### src/rtl/spi_mem_loader_pkg.sv
// Shared constants and types for the SPI instruction-memory loader.
// Holds the FSM state encoding, default geometry and the instruction-word
// field layout also used by the memory and finiteStateMachine.
package spi_mem_loader_pkg;

  localparam int unsigned ADDR_W_DEF      = 16;
  localparam int unsigned DATA_W_DEF      = 10;
  localparam int unsigned MEM_DEPTH_DEF   = 1024;
  localparam int unsigned SYNC_STAGES_DEF = 2;

  // Instruction word layout: 8 data bits, control bits above them
  localparam int unsigned INSTR_DATA_LSB = 0;
  localparam int unsigned INSTR_DATA_MSB = 7;
  localparam int unsigned INSTR_CTRL_LSB = 8;
  localparam int unsigned INSTR_CTRL_MSB = 9;

  typedef enum logic [1:0] {
    ST_IDLE = 2'd0,
    ST_ADDR = 2'd1,
    ST_DATA = 2'd2
  } loaderState_t;

  function automatic int unsigned maxOf(input int unsigned a, input int unsigned b);
    return (a > b) ? a : b;
  endfunction

endpackage

### src/rtl/spi_mem_loader_if.sv
// Host pins plus memory write port and frame status of the loader.
// master: host/system side (drives ext_*, observes memory port and status)
// slave : the loader (samples ext_*, drives memory port and status)
interface spi_mem_loader_if #(
  parameter int unsigned ADDR_W = 16,
  parameter int unsigned DATA_W = 10
);
  logic              ext_sclk;
  logic              ext_mosi;
  logic              ext_cs_n;
  logic              mem_we;
  logic [ADDR_W-1:0] mem_addr;
  logic [DATA_W-1:0] mem_data;
  logic              load_active;
  logic              frame_done;
  logic              frame_err;
  logic [ADDR_W-1:0] word_count;

  modport master (
    output ext_sclk, ext_mosi, ext_cs_n,
    input  mem_we, mem_addr, mem_data, load_active, frame_done, frame_err, word_count
  );

  modport slave (
    input  ext_sclk, ext_mosi, ext_cs_n,
    output mem_we, mem_addr, mem_data, load_active, frame_done, frame_err, word_count
  );
endinterface

### src/rtl/spi_mem_loader_input_sync.sv
// Synchronizer for the asynchronous host pins plus sclk rising-edge detect.
// Ports: clk, rst_n; ext_sclk/ext_mosi/ext_cs_n raw pins in;
// sclk_rise (one clk per host rising edge), mosi_s, cs_n_s synced out.
module spi_input_sync #(
  parameter int unsigned SYNC_STAGES = 2
) (
  input  logic clk,
  input  logic rst_n,
  input  logic ext_sclk,
  input  logic ext_mosi,
  input  logic ext_cs_n,
  output logic sclk_rise,
  output logic mosi_s,
  output logic cs_n_s
);

  logic [SYNC_STAGES-1:0] sclkSync;
  logic [SYNC_STAGES-1:0] mosiSync;
  logic [SYNC_STAGES-1:0] csSync;

  // cs_n chain resets deasserted so reset release never looks like a frame start.
  // sclk_rise is the extra edge flop: it sees the value entering the last stage
  // against the last stage itself, so it is aligned with the synced sclk going high.
  always_ff @(posedge clk or negedge rst_n) begin
    if (!rst_n) begin
      sclkSync  <= '0;
      mosiSync  <= '0;
      csSync    <= '1;
      sclk_rise <= 1'b0;
    end else begin
      sclkSync  <= {sclkSync[SYNC_STAGES-2:0], ext_sclk};
      mosiSync  <= {mosiSync[SYNC_STAGES-2:0], ext_mosi};
      csSync    <= {csSync[SYNC_STAGES-2:0], ext_cs_n};
      sclk_rise <= sclkSync[SYNC_STAGES-2] & ~sclkSync[SYNC_STAGES-1];
    end
  end

  assign mosi_s = mosiSync[SYNC_STAGES-1];
  assign cs_n_s = csSync[SYNC_STAGES-1];

endmodule

### src/rtl/spi_mem_loader.sv
// SPI-slave frame receiver that loads the display instruction memory.
// Frame: cs_n low, ADDR_W address bits, then DATA_W-bit words MSB first,
// written to consecutive addresses; cs_n high closes the frame.
// Ports: clk, rst_n (async active-low); bus (slave modport) carrying the
// host pins, the memory write port and load_active/frame_done/frame_err/word_count.
module spi_mem_loader
  import spi_mem_loader_pkg::*;
#(
  parameter int unsigned ADDR_W      = ADDR_W_DEF,
  parameter int unsigned DATA_W      = DATA_W_DEF,
  parameter int unsigned MEM_DEPTH   = MEM_DEPTH_DEF,
  parameter int unsigned SYNC_STAGES = SYNC_STAGES_DEF
) (
  input logic             clk,
  input logic             rst_n,
  spi_mem_loader_if.slave bus
);

  localparam int unsigned     SH_W      = maxOf(ADDR_W, DATA_W);
  localparam int unsigned     CNT_W     = $clog2(SH_W + 1);
  localparam logic [ADDR_W:0] DEPTH_LIM = (ADDR_W+1)'(MEM_DEPTH);

  logic sclkRise, mosiS, csNS;

  spi_input_sync #(.SYNC_STAGES(SYNC_STAGES)) uSync (
    .clk      (clk),
    .rst_n    (rst_n),
    .ext_sclk (bus.ext_sclk),
    .ext_mosi (bus.ext_mosi),
    .ext_cs_n (bus.ext_cs_n),
    .sclk_rise(sclkRise),
    .mosi_s   (mosiS),
    .cs_n_s   (csNS)
  );

  loaderState_t      stateQ, stateNext;
  logic [SH_W-1:0]   shiftQ, shiftNext, shifted;
  logic [CNT_W-1:0]  bitCntQ, bitCntNext;
  logic              memWeQ, memWeNext;
  logic [ADDR_W-1:0] memAddrQ, memAddrNext;
  logic [DATA_W-1:0] memDataQ, memDataNext;
  logic              loadActiveQ, loadActiveNext;
  logic              frameDoneQ, frameDoneNext;
  logic              frameErrQ, frameErrNext;
  logic [ADDR_W-1:0] wordCntQ, wordCntNext;
  logic              wrPendQ, wrPendNext;   // word assembled, write slot next
  logic              incPendQ, incPendNext; // write slot done, advance address next
  logic              csPrevQ;
  logic              csFall, inRange;

  assign csFall  = csPrevQ & ~csNS;
  assign inRange = {1'b0, memAddrQ} < DEPTH_LIM;
  assign shifted = {shiftQ[SH_W-2:0], mosiS};

  // State and output registers
  always_ff @(posedge clk or negedge rst_n) begin
    if (!rst_n) begin
      stateQ      <= ST_IDLE;
      shiftQ      <= '0;
      bitCntQ     <= '0;
      memWeQ      <= 1'b0;
      memAddrQ    <= '0;
      memDataQ    <= '0;
      loadActiveQ <= 1'b0;
      frameDoneQ  <= 1'b0;
      frameErrQ   <= 1'b0;
      wordCntQ    <= '0;
      wrPendQ     <= 1'b0;
      incPendQ    <= 1'b0;
      csPrevQ     <= 1'b1;
    end else begin
      stateQ      <= stateNext;
      shiftQ      <= shiftNext;
      bitCntQ     <= bitCntNext;
      memWeQ      <= memWeNext;
      memAddrQ    <= memAddrNext;
      memDataQ    <= memDataNext;
      loadActiveQ <= loadActiveNext;
      frameDoneQ  <= frameDoneNext;
      frameErrQ   <= frameErrNext;
      wordCntQ    <= wordCntNext;
      wrPendQ     <= wrPendNext;
      incPendQ    <= incPendNext;
      csPrevQ     <= csNS;
    end
  end

  // Next-state and output logic
  always_comb begin
    stateNext      = stateQ;
    shiftNext      = shiftQ;
    bitCntNext     = bitCntQ;
    memWeNext      = 1'b0;
    memAddrNext    = memAddrQ;
    memDataNext    = memDataQ;
    loadActiveNext = loadActiveQ;
    frameDoneNext  = 1'b0;
    frameErrNext   = frameErrQ;
    wordCntNext    = wordCntQ;
    wrPendNext     = 1'b0;
    incPendNext    = 1'b0;

    // Write slot: out-of-range addresses raise the error instead of writing
    if (wrPendQ) begin
      if (inRange) memWeNext    = 1'b1;
      else         frameErrNext = 1'b1;
      incPendNext = 1'b1;
    end

    // Address always advances (wrapping); count only real writes
    if (incPendQ) begin
      memAddrNext = memAddrQ + ADDR_W'(1);
      if (memWeQ) wordCntNext = wordCntQ + ADDR_W'(1);
    end

    unique case (stateQ)
      ST_IDLE: begin
        if (csFall) begin
          stateNext      = ST_ADDR;
          shiftNext      = '0;
          bitCntNext     = '0;
          wordCntNext    = '0;
          frameErrNext   = 1'b0;
          loadActiveNext = 1'b1;
        end
      end

      ST_ADDR: begin
        if (csNS) begin
          stateNext      = ST_IDLE;
          loadActiveNext = 1'b0;
          frameErrNext   = 1'b1;
        end else if (sclkRise) begin
          shiftNext = shifted;
          if (bitCntQ == CNT_W'(ADDR_W - 1)) begin
            memAddrNext = shifted[ADDR_W-1:0];
            bitCntNext  = '0;
            stateNext   = ST_DATA;
          end else begin
            bitCntNext = bitCntQ + CNT_W'(1);
          end
        end
      end

      ST_DATA: begin
        // A completing word wins over a coincident cs_n rise; the close then
        // waits until the write and address advance have drained.
        if (sclkRise && bitCntQ == CNT_W'(DATA_W - 1)) begin
          shiftNext   = shifted;
          memDataNext = shifted[DATA_W-1:0];
          bitCntNext  = '0;
          wrPendNext  = 1'b1;
        end else if (csNS && !wrPendQ && !incPendQ) begin
          stateNext      = ST_IDLE;
          loadActiveNext = 1'b0;
          if (bitCntQ == '0) frameDoneNext = 1'b1;
          else               frameErrNext  = 1'b1;
        end else if (sclkRise) begin
          shiftNext  = shifted;
          bitCntNext = bitCntQ + CNT_W'(1);
        end
      end

      default: stateNext = ST_IDLE;
    endcase
  end

  assign bus.mem_we      = memWeQ;
  assign bus.mem_addr    = memAddrQ;
  assign bus.mem_data    = memDataQ;
  assign bus.load_active = loadActiveQ;
  assign bus.frame_done  = frameDoneQ;
  assign bus.frame_err   = frameErrQ;
  assign bus.word_count  = wordCntQ;

endmodule

### src/flat_wrapper.sv
// flat-port wrapper written by rule: the top's interface ports become plain ports
module spi_mem_loader_flat import spi_mem_loader_pkg::*;
#(
  parameter int unsigned ADDR_W      = ADDR_W_DEF,
  parameter int unsigned DATA_W      = DATA_W_DEF,
  parameter int unsigned MEM_DEPTH   = MEM_DEPTH_DEF,
  parameter int unsigned SYNC_STAGES = SYNC_STAGES_DEF
)
  (clk, rst_n, bus_ext_sclk, bus_ext_mosi, bus_ext_cs_n, bus_mem_we, bus_mem_addr, bus_mem_data, bus_load_active, bus_frame_done, bus_frame_err, bus_word_count);
  spi_mem_loader_if #(.ADDR_W(ADDR_W), .DATA_W(DATA_W)) bus_i ();
  input logic clk;
  input logic rst_n;
  input wire logic [$bits(bus_i.ext_sclk)-1:0] bus_ext_sclk;
  input wire logic [$bits(bus_i.ext_mosi)-1:0] bus_ext_mosi;
  input wire logic [$bits(bus_i.ext_cs_n)-1:0] bus_ext_cs_n;
  output wire logic [$bits(bus_i.mem_we)-1:0] bus_mem_we;
  output wire logic [$bits(bus_i.mem_addr)-1:0] bus_mem_addr;
  output wire logic [$bits(bus_i.mem_data)-1:0] bus_mem_data;
  output wire logic [$bits(bus_i.load_active)-1:0] bus_load_active;
  output wire logic [$bits(bus_i.frame_done)-1:0] bus_frame_done;
  output wire logic [$bits(bus_i.frame_err)-1:0] bus_frame_err;
  output wire logic [$bits(bus_i.word_count)-1:0] bus_word_count;
  assign bus_i.ext_sclk = bus_ext_sclk;
  assign bus_i.ext_mosi = bus_ext_mosi;
  assign bus_i.ext_cs_n = bus_ext_cs_n;
  assign bus_mem_we = bus_i.mem_we;
  assign bus_mem_addr = bus_i.mem_addr;
  assign bus_mem_data = bus_i.mem_data;
  assign bus_load_active = bus_i.load_active;
  assign bus_frame_done = bus_i.frame_done;
  assign bus_frame_err = bus_i.frame_err;
  assign bus_word_count = bus_i.word_count;
  spi_mem_loader #(.ADDR_W(ADDR_W), .DATA_W(DATA_W), .MEM_DEPTH(MEM_DEPTH), .SYNC_STAGES(SYNC_STAGES)) u_core (.clk(clk), .rst_n(rst_n), .bus(bus_i));
endmodule
### config.mk
export PLATFORM = sky130hd
export DESIGN_NAME = spi_mem_loader_flat
export DESIGN_NICKNAME = d
export VERILOG_FILES = /design/src/rtl/spi_mem_loader_pkg.sv /design/src/rtl/spi_mem_loader_if.sv /design/src/rtl/spi_mem_loader_input_sync.sv /design/src/rtl/spi_mem_loader.sv /design/src/flat_wrapper.sv
export SDC_FILE = /design/constraint.sdc
export NUM_CORES = 1
export LEC_CHECK = 0
export ABC_AREA = 1
export CORE_MARGIN = 8
export CORE_UTILIZATION = 50
export CTS_BUF_LIST = sky130_fd_sc_hd__clkbuf_16
export CTS_CLUSTER_DIAMETER = 100
export DETAILED_ROUTE_END_ITERATION = 10
export PLACE_DENSITY = 0.73
export SYNTH_ARGS = -nofsm -noshare
export SYNTH_HDL_FRONTEND = slang
export SYNTH_HIERARCHICAL = 1
export SYNTH_SLANG_ARGS = --single-unit
### constraint.sdc
create_clock -name clk -period 2 [get_ports clk]
set_clock_uncertainty 0.2 [all_clocks]
set_input_delay 0.4 -clock clk [delete_from_list [all_inputs] [get_ports clk]]
set_output_delay 0.4 -clock clk [all_outputs]
set_load 0.005 [all_outputs]
; ---- Yosys cells after proc, flatten, opt, wreduce, memory -nomap -nowiden
; Index checks and enable logic that the tools add are counted.
[classes]
n_reduce_logical = 13
add_sub_neg = 3
n_bitwise = 4
n_eq_ne = 14
n_lt_le_gt_ge = 1
muxes = 52
[op_table]
columns = cell, n
row1 = $mux W16, 14
row2 = $pmux W16 S3, 1
row3 = $mux W5, 7
row4 = $add A16 B1 Y16 const B, 2
row5 = $mux W1, 20
row6 = $lt A16 B11 Y1 const B, 1
row7 = $pmux W5 S3, 1
row8 = $mux W2, 6
row9 = $eq A5 B4 Y1 const B, 2
row10 = $reduce_and A5 Y1, 2
row11 = $ne A3 B2 Y1 const B, 3
row12 = $ne A2 B2 Y1 const B, 4
row13 = $pmux W1 S3, 2
row14 = $pmux W2 S3, 1
row15 = $reduce_and A6 Y1, 1
row16 = $add A5 B1 Y5 const B, 1
row17 = $logic_not A5 Y1, 1
row18 = $ne A2 B1 Y1 const B, 2
row19 = $reduce_and A4 Y1, 1
row20 = $logic_and A1 B1 Y1, 3
row21 = $ne A3 B3 Y1 const B, 1
row22 = $reduce_bool A3 Y1, 1
row23 = $and A1 B1 Y1, 2
row24 = $eq A2 B1 Y1 const B, 1
row25 = 5 further kinds, 7
[word_totals]
output_inout_bits = 46
word_cells = 104
regBits = 79
in_bits = 5

; ---- Longest topological paths before layout
; Gate-level depths: netlist of run 1.
[logic_depth]
ltp_word = 7
ltp_mapped = 10
mapped_depth_nobuf = 9

; ---- Modules after synthesis
; The synthesis of run 1 kept the hierarchy.
[by_module_without_submodules]
columns = mod, instances, cells_each, area_each_um2, seq_area_each_um2
row1 = spi_mem_loader, 1, 482, 4020.1, 1778.0
row2 = spi_input_sync, 1, 9, 187.7, 177.7

; ---- Worst setup path before layout of run 1
; OpenSTA, ideal clock, no wires.
[synth_timing]
path_type = register -> register
start = register u_core.bitCntQ[0]
end = register u_core.memAddrQ[11] (netlist: u_core/bus.mem_addr[11])
stages_incl_launch_ff = 11
arrival_time_ns = 1.449
n_path_buf = 1
setup_ns = 0.122
synth_period_minus_slack_ns = 1.771
required_time_ns = 1.678
slack_ns = 0.229
cell_sequence = dfrtp_1 > ha_1 > nand2_1 > nor2_1 > ha_1 > nand2_1 > nor2_4 > inv_1 > buf_2 > nand3_1 > o21ai_1
[synth_via]
elab_chain_cells = 5
[synth_rtl]
columns = element, line_no
row1 = start: declaration, spi_mem_loader.sv:38  ; logic [CNT_W-1:0] bitCntQ, bitCntNext;
row2 = start signal: assignment, spi_mem_loader.sv:74  ; bitCntQ <= bitCntNext;
row3 = $eq A5 B4 Y1, spi_mem_loader.sv:135  ; if (bitCntQ == CNT_W'(ADDR_W - 1)) begin
row4 = $mux W16, spi_mem_loader.sv:135
row5 = $mux W16, spi_mem_loader.sv:133  ; end else if (sclkRise) begin
row6 = $mux W16, spi_mem_loader.sv:129  ; if (csNS) begin
row7 = $mux W16, spi_mem_loader.sv:116  ; unique case (stateQ)
row8 = net u_core.memAddrNext[11], spi_mem_loader.sv:40  ; logic [ADDR_W-1:0] memAddrQ, memAddrNext;
row9 = end signal: assignment, spi_mem_loader.sv:76  ; memAddrQ <= memAddrNext;
row10 = end: declaration, spi_mem_loader.sv:40
; The timed path passes the listed nets, and every way through them passes these cells.
; A chain may end at the register's enable or synchronous reset.

; ---- Worst setup path after layout of run 1
[layout_timing]
start = register u_core.memAddrQ[11] (netlist: u_core/bus.mem_addr[11])
end = output bus_mem_addr[11]
[layout_rtl]
columns = element, line_no
row1 = end: declaration, flat_wrapper.sv:17  ; output wire logic [$bits(bus_i.mem_addr)-1:0] bus_mem_addr;
; No word-level cell between the ends.

==> results.md, run 1 <==
- Cell area after technology mapping: 4210 sq um
- Fraction of the core area covered by cells at the end of the flow: 63.5%
- Global-route wire length before repair: 15.8 mm
- Peak Freq: 0.515 GHz
- Cell variety after synth: 40
- Kind of cell with the highest combined delay on the critical path: buffers and inverters
- Crit-path cells: clkdlybuf4s50_1
- Number of instances on the worst hold path: 0
- Library cell used as clock root buffer: sky130_fd_sc_hd__clkbuf_16
- ANT cells: 0
- Avg Cell Area, Syn: 8.57 sq um
- Proportion of layout cells with a drive suffix above 1: 17.3%
- Post-synth EDFFs: 0
- Crit-path slowest cell: sky130_fd_sc_hd__clkdlybuf4s50_1
- Final hold violation count: 0
- Period minus WS final: 1940 ps
- Worst setup SP type: register
- Wire length per cell after detailed routing: 14.1 um
- Global-route total usage across every layer: 16.6%
- Number of sinks on the clock net: 78
- Number of nets in the layout: 567
- Leading register cell type out of synthesis: sky130_fd_sc_hd__dfrtp_1
- Type of the setup path with the least slack: register to output pin
- Final period util: 97.0%
- Port bufs: 50
- Critical Path RT: 1400 ps
- Violation count after the first detailed-routing iteration: 120
- Overall overflow remaining after global route: 0
- Worst hold-check path type: register to register
- Leak: 2.29 nW
- Placeable Area: 8180 sq um
- Final Worst Setup Slack: 59.4 ps
- Top post-synthesis cells by area: sky130_fd_sc_hd__dfrtp_1, sky130_fd_sc_hd__nand2_1, sky130_fd_sc_hd__a21oi_1
- Synth warn: 6
- Worst-path fanout max: 7
- Via count of the first global-routing pass: 3318
- Die height: 108 um
- Buffering stage count on the worst path with inverters included: 1
- Ys async rst share: 100%
- Worst-case vdd ir drop: 0.675 mV
- Placed wire-length estimate: 6.69 mm
- Number of CTS-inserted buffers: 9
- Slew at the pin closest to its max-slew limit: 431 ps
- Overall die area: 11600 sq um
- Final weighted congestion in routability-driven placement: 0.839
- Synthesized instance count: 491
- Crit path arrival time: 1340 ps
- Portion of synthesized cell area occupied by the leading cell type: 44.6%
- Delay of the slowest cell on the worst path: 550 ps
- Cell type contributing the most total cell area after synthesis: sky130_fd_sc_hd__dfrtp_1
- Number of design rule violations left after detail routing: 0
- Share of the yosys chip area belonging to registers: 46.5%
- Cell types with the highest counts after synthesis: sky130_fd_sc_hd__nand2_1, sky130_fd_sc_hd__dfrtp_1, sky130_fd_sc_hd__inv_1
- Die Wd: 108 um
- Endpoint class of the critical path: output pin
- Worst setup timing slack at the placement stage: 61.1 ps
- Pwr dens: 862 nW/um^2
- Filler Cell Count: 682
- Vias per inst: 5.21
- Number of register bits inferred by synthesis: 78
- Max-cap violations: 0
- Most instantiated library cell after synthesis: sky130_fd_sc_hd__nand2_1
- Run status: completed
- Number of antenna violations at the first check in global routing: 0
- CTS tree: built
- Number of ports placed on the die boundary: 51
- Clock-pin transition on the worst setup and hold timing paths: 60 ps
- Clk buf depth: 2
- H-tree lvl count: 3
- Pin count of the biggest net entering global routing: 38
- Slew margin rel.: 71.3%
- Number of endpoints failing setup at the final stage: 0
- Later-pin clock latency in the skew report: 330 ps
- Setup repair after global routing missed its margin: true
- Total stage count of the critical path: 1
- Number of routed nets with antenna violations: 0
- Count of pins over their slew limit: 0
- Growth of design area from synthesis to finish: 23.3%
- Number of cells traversed by the worst register-to-register path: 10
- Number of iterations in the first detailed-routing pass: 5
- Syn_nets: 507
- DR vias: 3443
- Starting density of the core: 51.5%
- Count of standard-cell rows: 33
- Final Routed Wirelength: 9.32 mm
-- timing repair --
action / CTS / global route
endpoints found under the setup margin: 0 / 23
setup buffers: 0 / 2
hold buffers: 1 / 0
gates resized for setup: 0 / 9
hold endpoints to repair: 28 / 0
-- flip-flops by register name, indices dropped and copies added (netlist names), 5 cells and up --
name and flops:
u_core/bus.mem_data 10, u_core/bus.mem_addr 16, u_core/shiftQ 15, u_core/bus.word_count 16
u_core/bitCntQ 5
-- through the flow --
stage	instances	setup TNS, ps	hold slack [ps]	area, sq um	total power [mW]
floorplan	491	0	-95.6	4210	2.62
CTS	659	0	151	5150	4.49
global placement	642	0	133	4870	2.97
detailed placement	642	0	136	4870	3.01
global route	661	-35.3	161	5190	4.72
finish	661	0	156	5190	4.47
-- placed cells by master (no fill, tap or decap), types with 2 or more instances in the layout --
master	instances
sky130_fd_sc_hd__o21ai_0	22
sky130_fd_sc_hd__nand3_2	16
sky130_fd_sc_hd__xor2_1	8
sky130_fd_sc_hd__buf_12	4
sky130_fd_sc_hd__nand2_1	85
sky130_fd_sc_hd__buf_4	14
sky130_fd_sc_hd__nor3_1	10
sky130_fd_sc_hd__nor3b_1	3
sky130_fd_sc_hd__nand2_2	4
sky130_fd_sc_hd__dfrtp_1	74
sky130_fd_sc_hd__clkinvlp_4	2
sky130_fd_sc_hd__xnor2_1	6
sky130_fd_sc_hd__clkbuf_16	9
sky130_fd_sc_hd__nand3_1	22
sky130_fd_sc_hd__ha_2	2
sky130_fd_sc_hd__o21ai_2	15
sky130_fd_sc_hd__o21ai_1	4
sky130_fd_sc_hd__o21bai_1	2
sky130_fd_sc_hd__inv_2	4
sky130_fd_sc_hd__ha_1	9
sky130_fd_sc_hd__nor2_2	10
sky130_fd_sc_hd__dfstp_2	3
sky130_fd_sc_hd__nand4_1	4
sky130_fd_sc_hd__nor4_1	2
sky130_fd_sc_hd__nor2_4	2
sky130_fd_sc_hd__nor2_1	43
sky130_fd_sc_hd__clkinv_1	2
sky130_fd_sc_hd__nor3_2	2
sky130_fd_sc_hd__inv_1	54
sky130_fd_sc_hd__a211oi_1	2
sky130_fd_sc_hd__o21a_1	9
sky130_fd_sc_hd__clkdlybuf4s50_1	49
sky130_fd_sc_hd__clkinv_2	2
sky130_fd_sc_hd__a21oi_1	43
-- power by group --
group          internal (mW)  switching, mW
registers               1.66         0.0640
clock network          0.828          0.638
logic                  0.439          0.848
total                   2.92           1.55
-- logic make-up (layout without fill, tap and decap cells) --
family          Yosys count  in the layout  share of synthesized area [%]
flops                    78             78                           46.5
simple gates            207            207                           24.3
xor+xnor                 14             14                           2.91
mux                       2              2                          0.505
buf+inv                  78            143                           8.24
fa+ha+maj                11             11                           3.27
compound gates          101            101                           14.3
-- final cells by class --
class,instances,area (sq um),area share (%)
clock buffer,9,225,4.34
inverter,59,224,4.32
timing repair buffer,68,686,13.2
multi-input combinational,335,1920,37.1
sequential,78,1960,37.7
tap,105,131,2.53
clock inverter,7,41.3,0.796
-- path summary, 6_finish.rpt --
| path | from | slack [ps] | endpoint |
|---|---|---|---|
| min in group asynchronous | rst_n | 350 | u_core/bus.word_count[10] |
| setup / recovery | u_core/bus.mem_addr[11] | 60 | bus_mem_addr[11] |
| hold reg to reg | u_core/uSync/mosiSync[0] | 160 | u_core/uSync/mosiSync[1] |
| setup reg to reg | u_core/bitCntQ[1] | 110 | u_core/bus.mem_addr[4] |
| hold / removal | u_core/uSync/mosiSync[0] | 160 | u_core/uSync/mosiSync[1] |
| max in group asynchronous | rst_n | 660 | u_core/uSync/csSync[0] |
-- layer usage --
layer | routed length [um] | track usage, % | vias up
li1 | - | - | 1731
met1 | 4230 | 22.0 | 1622
met2 | 4370 | 26.5 | 80
met3 | 604 | 3.77 | 10
met4 | 119 | 5.05 | 0
met5 | 0 | 0 | -
Note: power is estimated with default switching activity, not from simulation.
==> run 2, diff against run 1 <==
--- a/config.mk
+++ b/config.mk
@@ -12,6 +12,7 @@
 export CTS_CLUSTER_DIAMETER = 100
 export DETAILED_ROUTE_END_ITERATION = 10
 export PLACE_DENSITY = 0.73
+export SLEW_MARGIN = 20
 export SYNTH_ARGS = -nofsm -noshare
 export SYNTH_HDL_FRONTEND = slang
 export SYNTH_HIERARCHICAL = 1
==> results of run 2 <==
No change in the layout: final DEF, timing and power equal those of run 1.
==> run 3, diff against run 2 <==
--- a/config.mk
+++ b/config.mk
@@ -5,13 +5,12 @@
 export SDC_FILE = /design/constraint.sdc
 export NUM_CORES = 1
 export LEC_CHECK = 0
-export ABC_AREA = 1
+export ABC_AREA = 0
 export CORE_MARGIN = 8
-export CORE_UTILIZATION = 50
+export CORE_UTILIZATION = 54
 export CTS_BUF_LIST = sky130_fd_sc_hd__clkbuf_16
-export CTS_CLUSTER_DIAMETER = 100
 export DETAILED_ROUTE_END_ITERATION = 10
-export PLACE_DENSITY = 0.73
+export PLACE_DENSITY = 0.79
 export SLEW_MARGIN = 20
 export SYNTH_ARGS = -nofsm -noshare
 export SYNTH_HDL_FRONTEND = slang
==> run 3 against run 2 <==
Net effect:
- the flow now finishes with violations (setup timing)
- maximum frequency decreased by 15%
- area after synthesis decreased by 14%
- combinational power increased by 23%
- count of clock-buffer cells in the layout unchanged
- register-to-register slack got worse by 380 ps
- synthesized cell count decreased by 31%
- die area decreased by 17%
- core utilization increased by 16 points
- via count decreased by 17%
- critical path type is now register to register
- largest power group is now the clock network
- highest routed layer unchanged
==> results.md, run 3 <==
- Vias per inst: 5.42 (+4.0%)
- Violation count after the first detailed-routing iteration: 182 (+52%)
- # placed instances: 496 (-23%)
- Count of pins over their slew limit: 0 (unchanged)
- Worst hold margin: 155 ps (-1.06 ps)
- Later-pin clock latency in the skew report: 330 ps (about the same)
- Final weighted congestion in routability-driven placement: 0.867 (+3.4%)
- Type of the setup path with the least slack: register to register
- Placed wire-length estimate: 5.41 mm (-19%)
- Count of standard-cell rows: 30 (-9.1%)
- Most instantiated library cell after synthesis: sky130_fd_sc_hd__dfrtp_1
- Period minus WS final: 2270 ps (+333 ps)
- Critical Path RT: 1990 ps (+590 ps)
- Delay of the slowest cell on the worst path: 420 ps (-130 ps)
- Total power consumption of the routed design: 5.10 mW (+14%)
- Via count of the first global-routing pass: 2971 (-10%)
- Placeable Area: 6640 sq um (-19%)
- Worst setup SP type: register
- Worst-path fanout max: 8 (+1)
- Clock-pin transition on the worst setup and hold timing paths: 60 ps (about the same)
- ANT cells: 0 (unchanged)
- Slew at the pin closest to its max-slew limit: 505 ps (+74.0 ps)
- Leading register cell type out of synthesis: sky130_fd_sc_hd__dfrtp_1
- Kind of cell with the highest combined delay on the critical path: simple AND/OR/NAND/NOR gates
- Ys async rst share: 100% (unchanged)
- Startpoint of the most critical register-to-register path: u_core/bitCntQ[1]
- Fraction of met2 tracks used by global routing: 30.8% (+4.3 points)
- Synthesized instance count: 339 (-31%)
- Total negative slack for setup checks: -3750 ps (-3750 ps)
- Violations in the final reports: setup timing
- Number of cells traversed by the worst register-to-register path: 9 (-1)
- Crit-path slowest cell: sky130_fd_sc_hd__or3b_4
- Buffering stage count on the worst path with inverters included: 3 (+2)
- Number of CTS-inserted buffers: 9 (unchanged)
- Setup repair after global routing missed its margin: true
- Commonest non-fill, non-tap cell in the layout: sky130_fd_sc_hd__dfrtp_1
- Port bufs: 50 (unchanged)
- Cell types with the highest counts after synthesis: sky130_fd_sc_hd__dfrtp_1, sky130_fd_sc_hd__nor2_1, sky130_fd_sc_hd__a21oi_1
- Final hold violation count: 0 (unchanged)
- Peak Freq: 0.440 GHz (-15%)
- Slew margin rel.: 66.3% (-4.9 points)
- Global-route total usage across every layer: 18.6% (+2.0 points)
- Top post-synthesis cells by area: sky130_fd_sc_hd__dfrtp_1, sky130_fd_sc_hd__nor2_1, sky130_fd_sc_hd__mux2i_1
- Growth of design area from synthesis to finish: 45.4%
- Avg Cell Area, Syn: 10.7 sq um (+25%)
- Overall die area: 9620 sq um (-17%)
- Library cell used as clock root buffer: sky130_fd_sc_hd__clkbuf_16
- Pwr dens: 963 nW/um^2 (+12%)
- Endpoint class of the critical path: register
- Number of endpoints failing setup at the final stage: 30 (+30)
- H-tree lvl count: 3 (unchanged)
- Number of sinks on the clock net: 78 (unchanged)
- Final Worst Setup Slack: -273 ps (-333 ps)
- Portion of synthesized cell area occupied by the leading cell type: 51.6% (+7.0 points)
- Syn_nets: 355 (-30%)
- Cell type contributing the most total cell area after synthesis: sky130_fd_sc_hd__dfrtp_1
- Run status: complete, but fails checks
- Non-filler cells, final: 530 (-20%)
- Leak: 2.54 nW (+11%)
- Number of register bits inferred by synthesis: 78 (unchanged)
- Number of instances on the worst hold path: 0 (unchanged)
- Met1 Track Usage GR: 22.2% (+0.23 points)
- CTS tree: built
- Final Routed Wirelength: 9.33 mm (+0.12%)
- Setup slack of the most critical reg-to-reg path: -270 ps (-380 ps)
- Starting density of the core: 54.8% (+3.3 points)
- Die Wd: 98.1 um (-9.0%)
- Number of design rule violations left after detail routing: 0 (unchanged)
- Die height: 98.1 um (-9.0%)
- Wire length per cell after detailed routing: 17.6 um (+25%)
- Max-cap violations: 0 (unchanged)
- Overall overflow remaining after global route: 0 (unchanged)
- Pin count of the biggest net entering global routing: 42 (+11%)
- Share of the yosys chip area belonging to registers: 53.7% (+7.3 points)
- Global-route track usage on met3: 4.13% (+0.35 points)
- Global-route wire length before repair: 14.4 mm (-8.5%)
- Cell variety after synth: 40 (unchanged)
- Worst-case hold path end point: u_core/uSync/csSync[1]
- Global-route layer with the greatest usage: met2
- Most frequent cells in the layout: sky130_fd_sc_hd__dfrtp_1, sky130_fd_sc_hd__nor2_1, sky130_fd_sc_hd__clkdlybuf4s50_1
- Crit path arrival time: 2260 ps (+920 ps)
- Proportion of layout cells with a drive suffix above 1: 28.4% (+11 points)
- Clk buf depth: 2 (unchanged)
- Worst reg2reg path endpoint: u_core/shiftQ[13]
- Final period util: 114% (+17 points)
- Number of antenna violations at the first check in global routing: 0 (unchanged)
- DR vias: 2871 (-17%)
- Cell area after technology mapping: 3640 sq um (-14%)
- Number of iterations in the first detailed-routing pass: 4 (-1)
- Worst hold-check path type: register to register
- Number of nets in the layout: 461 (-19%)
- Number of ports placed on the die boundary: 51 (unchanged)
- Number of routed nets with antenna violations: 0 (unchanged)
- Crit-path cells: inv_2 > ha_4 > and4bb_2 > a211oi_4 > buf_4 > or3b_4 > buf_12 > mux2i_1 > nor2_1
- Hold path start: u_core/uSync/csSync[0]
- Post-synth EDFFs: 0 (unchanged)
- Synth warn: 6 (unchanged)
- Worst-case vdd ir drop: 0.627 mV (-7.2%)
[run 3: changes by cell type in the layout (fill, tap and decap cells not counted), moves of 12 or more]
cell and change:
sky130_fd_sc_hd__nand3_1 -12, sky130_fd_sc_hd__xor2_1 +12, sky130_fd_sc_hd__mux2i_1 +15, sky130_fd_sc_hd__buf_4 +29
sky130_fd_sc_hd__a21oi_1 -21, sky130_fd_sc_hd__nand3_2 -15, sky130_fd_sc_hd__o21ai_0 -22, sky130_fd_sc_hd__inv_1 -46
sky130_fd_sc_hd__nand2_1 -69
[run 3: logic make-up (layout without fill, tap and decap cells)]
group	Yosys count	in the layout	synth area share, %
compound gates	43	43	6.98
xor+xnor	30	30	7.22
fa+ha+maj	11	11	3.78
buf+inv	23	134	3.27
flops	78	78	53.7
mux	29	29	8.32
simple gates	125	125	16.7
[run 3: final cells by class]
cell class	count	area (sq um)
tap	80	100
clock buffer	9	225
clock inverter	7	105
inverter	13	51.3
sequential	78	1960
multi-input combinational	238	1810
timing repair buffer	105	1040
fill	369	1350
[run 3: worst max-delay path by stage]
stage                                start           endpoint  slack, ps  depth (start not counted)
floorplan           u_core/uSync/csSync[1]   u_core/shiftQ[5]        -80                          7
global placement         u_core/bitCntQ[1]  u_core/shiftQ[10]       -270                          7
global route             u_core/bitCntQ[1]  u_core/shiftQ[13]       -320                          9
detailed placement       u_core/bitCntQ[1]  u_core/shiftQ[10]       -360                          7
CTS                      u_core/bitCntQ[1]  u_core/shiftQ[14]       -210                          9
finish                   u_core/bitCntQ[1]  u_core/shiftQ[13]       -270                          9
[run 3: power by group]
group,switching [mW],internal [mW]
sequential,0.0791,1.65
combinational,0.821,0.774
clock,0.654,1.11
[run 3: metrics by stage]
stage | util [%] | cell area, sq um | setup WS [ps]
final | 79.6 | 5290 | -273
after CTS | 76.4 | 5080 | -213
after global placement | 67.5 | 4490 | -270
after detailed placement | 67.5 | 4490 | -360
after global routing | 79.6 | 5290 | -321
after floorplan | - | 3640 | -81.3
[run 3: metal layers]
metal / vias to the layer above / routed length, um
met5: - / 0
met3: 10 / 481
met1: 1413 / 3930
li1: 1376 / -
met2: 72 / 4800
met4: 0 / 125
[run 3: repair_timing]
| action | CTS | global route |
|---|---|---|
| resized for setup | 40 | 29 |
| buffers inserted | 8 | 9 |
| endpoints found under the setup margin | 29 | 50 |
| hold endpoints to repair | 35 | 0 |
| hold buffers | 1 | 0 |
| pin swaps | 7 | 13 |
| gates cloned | 2 | 2 |
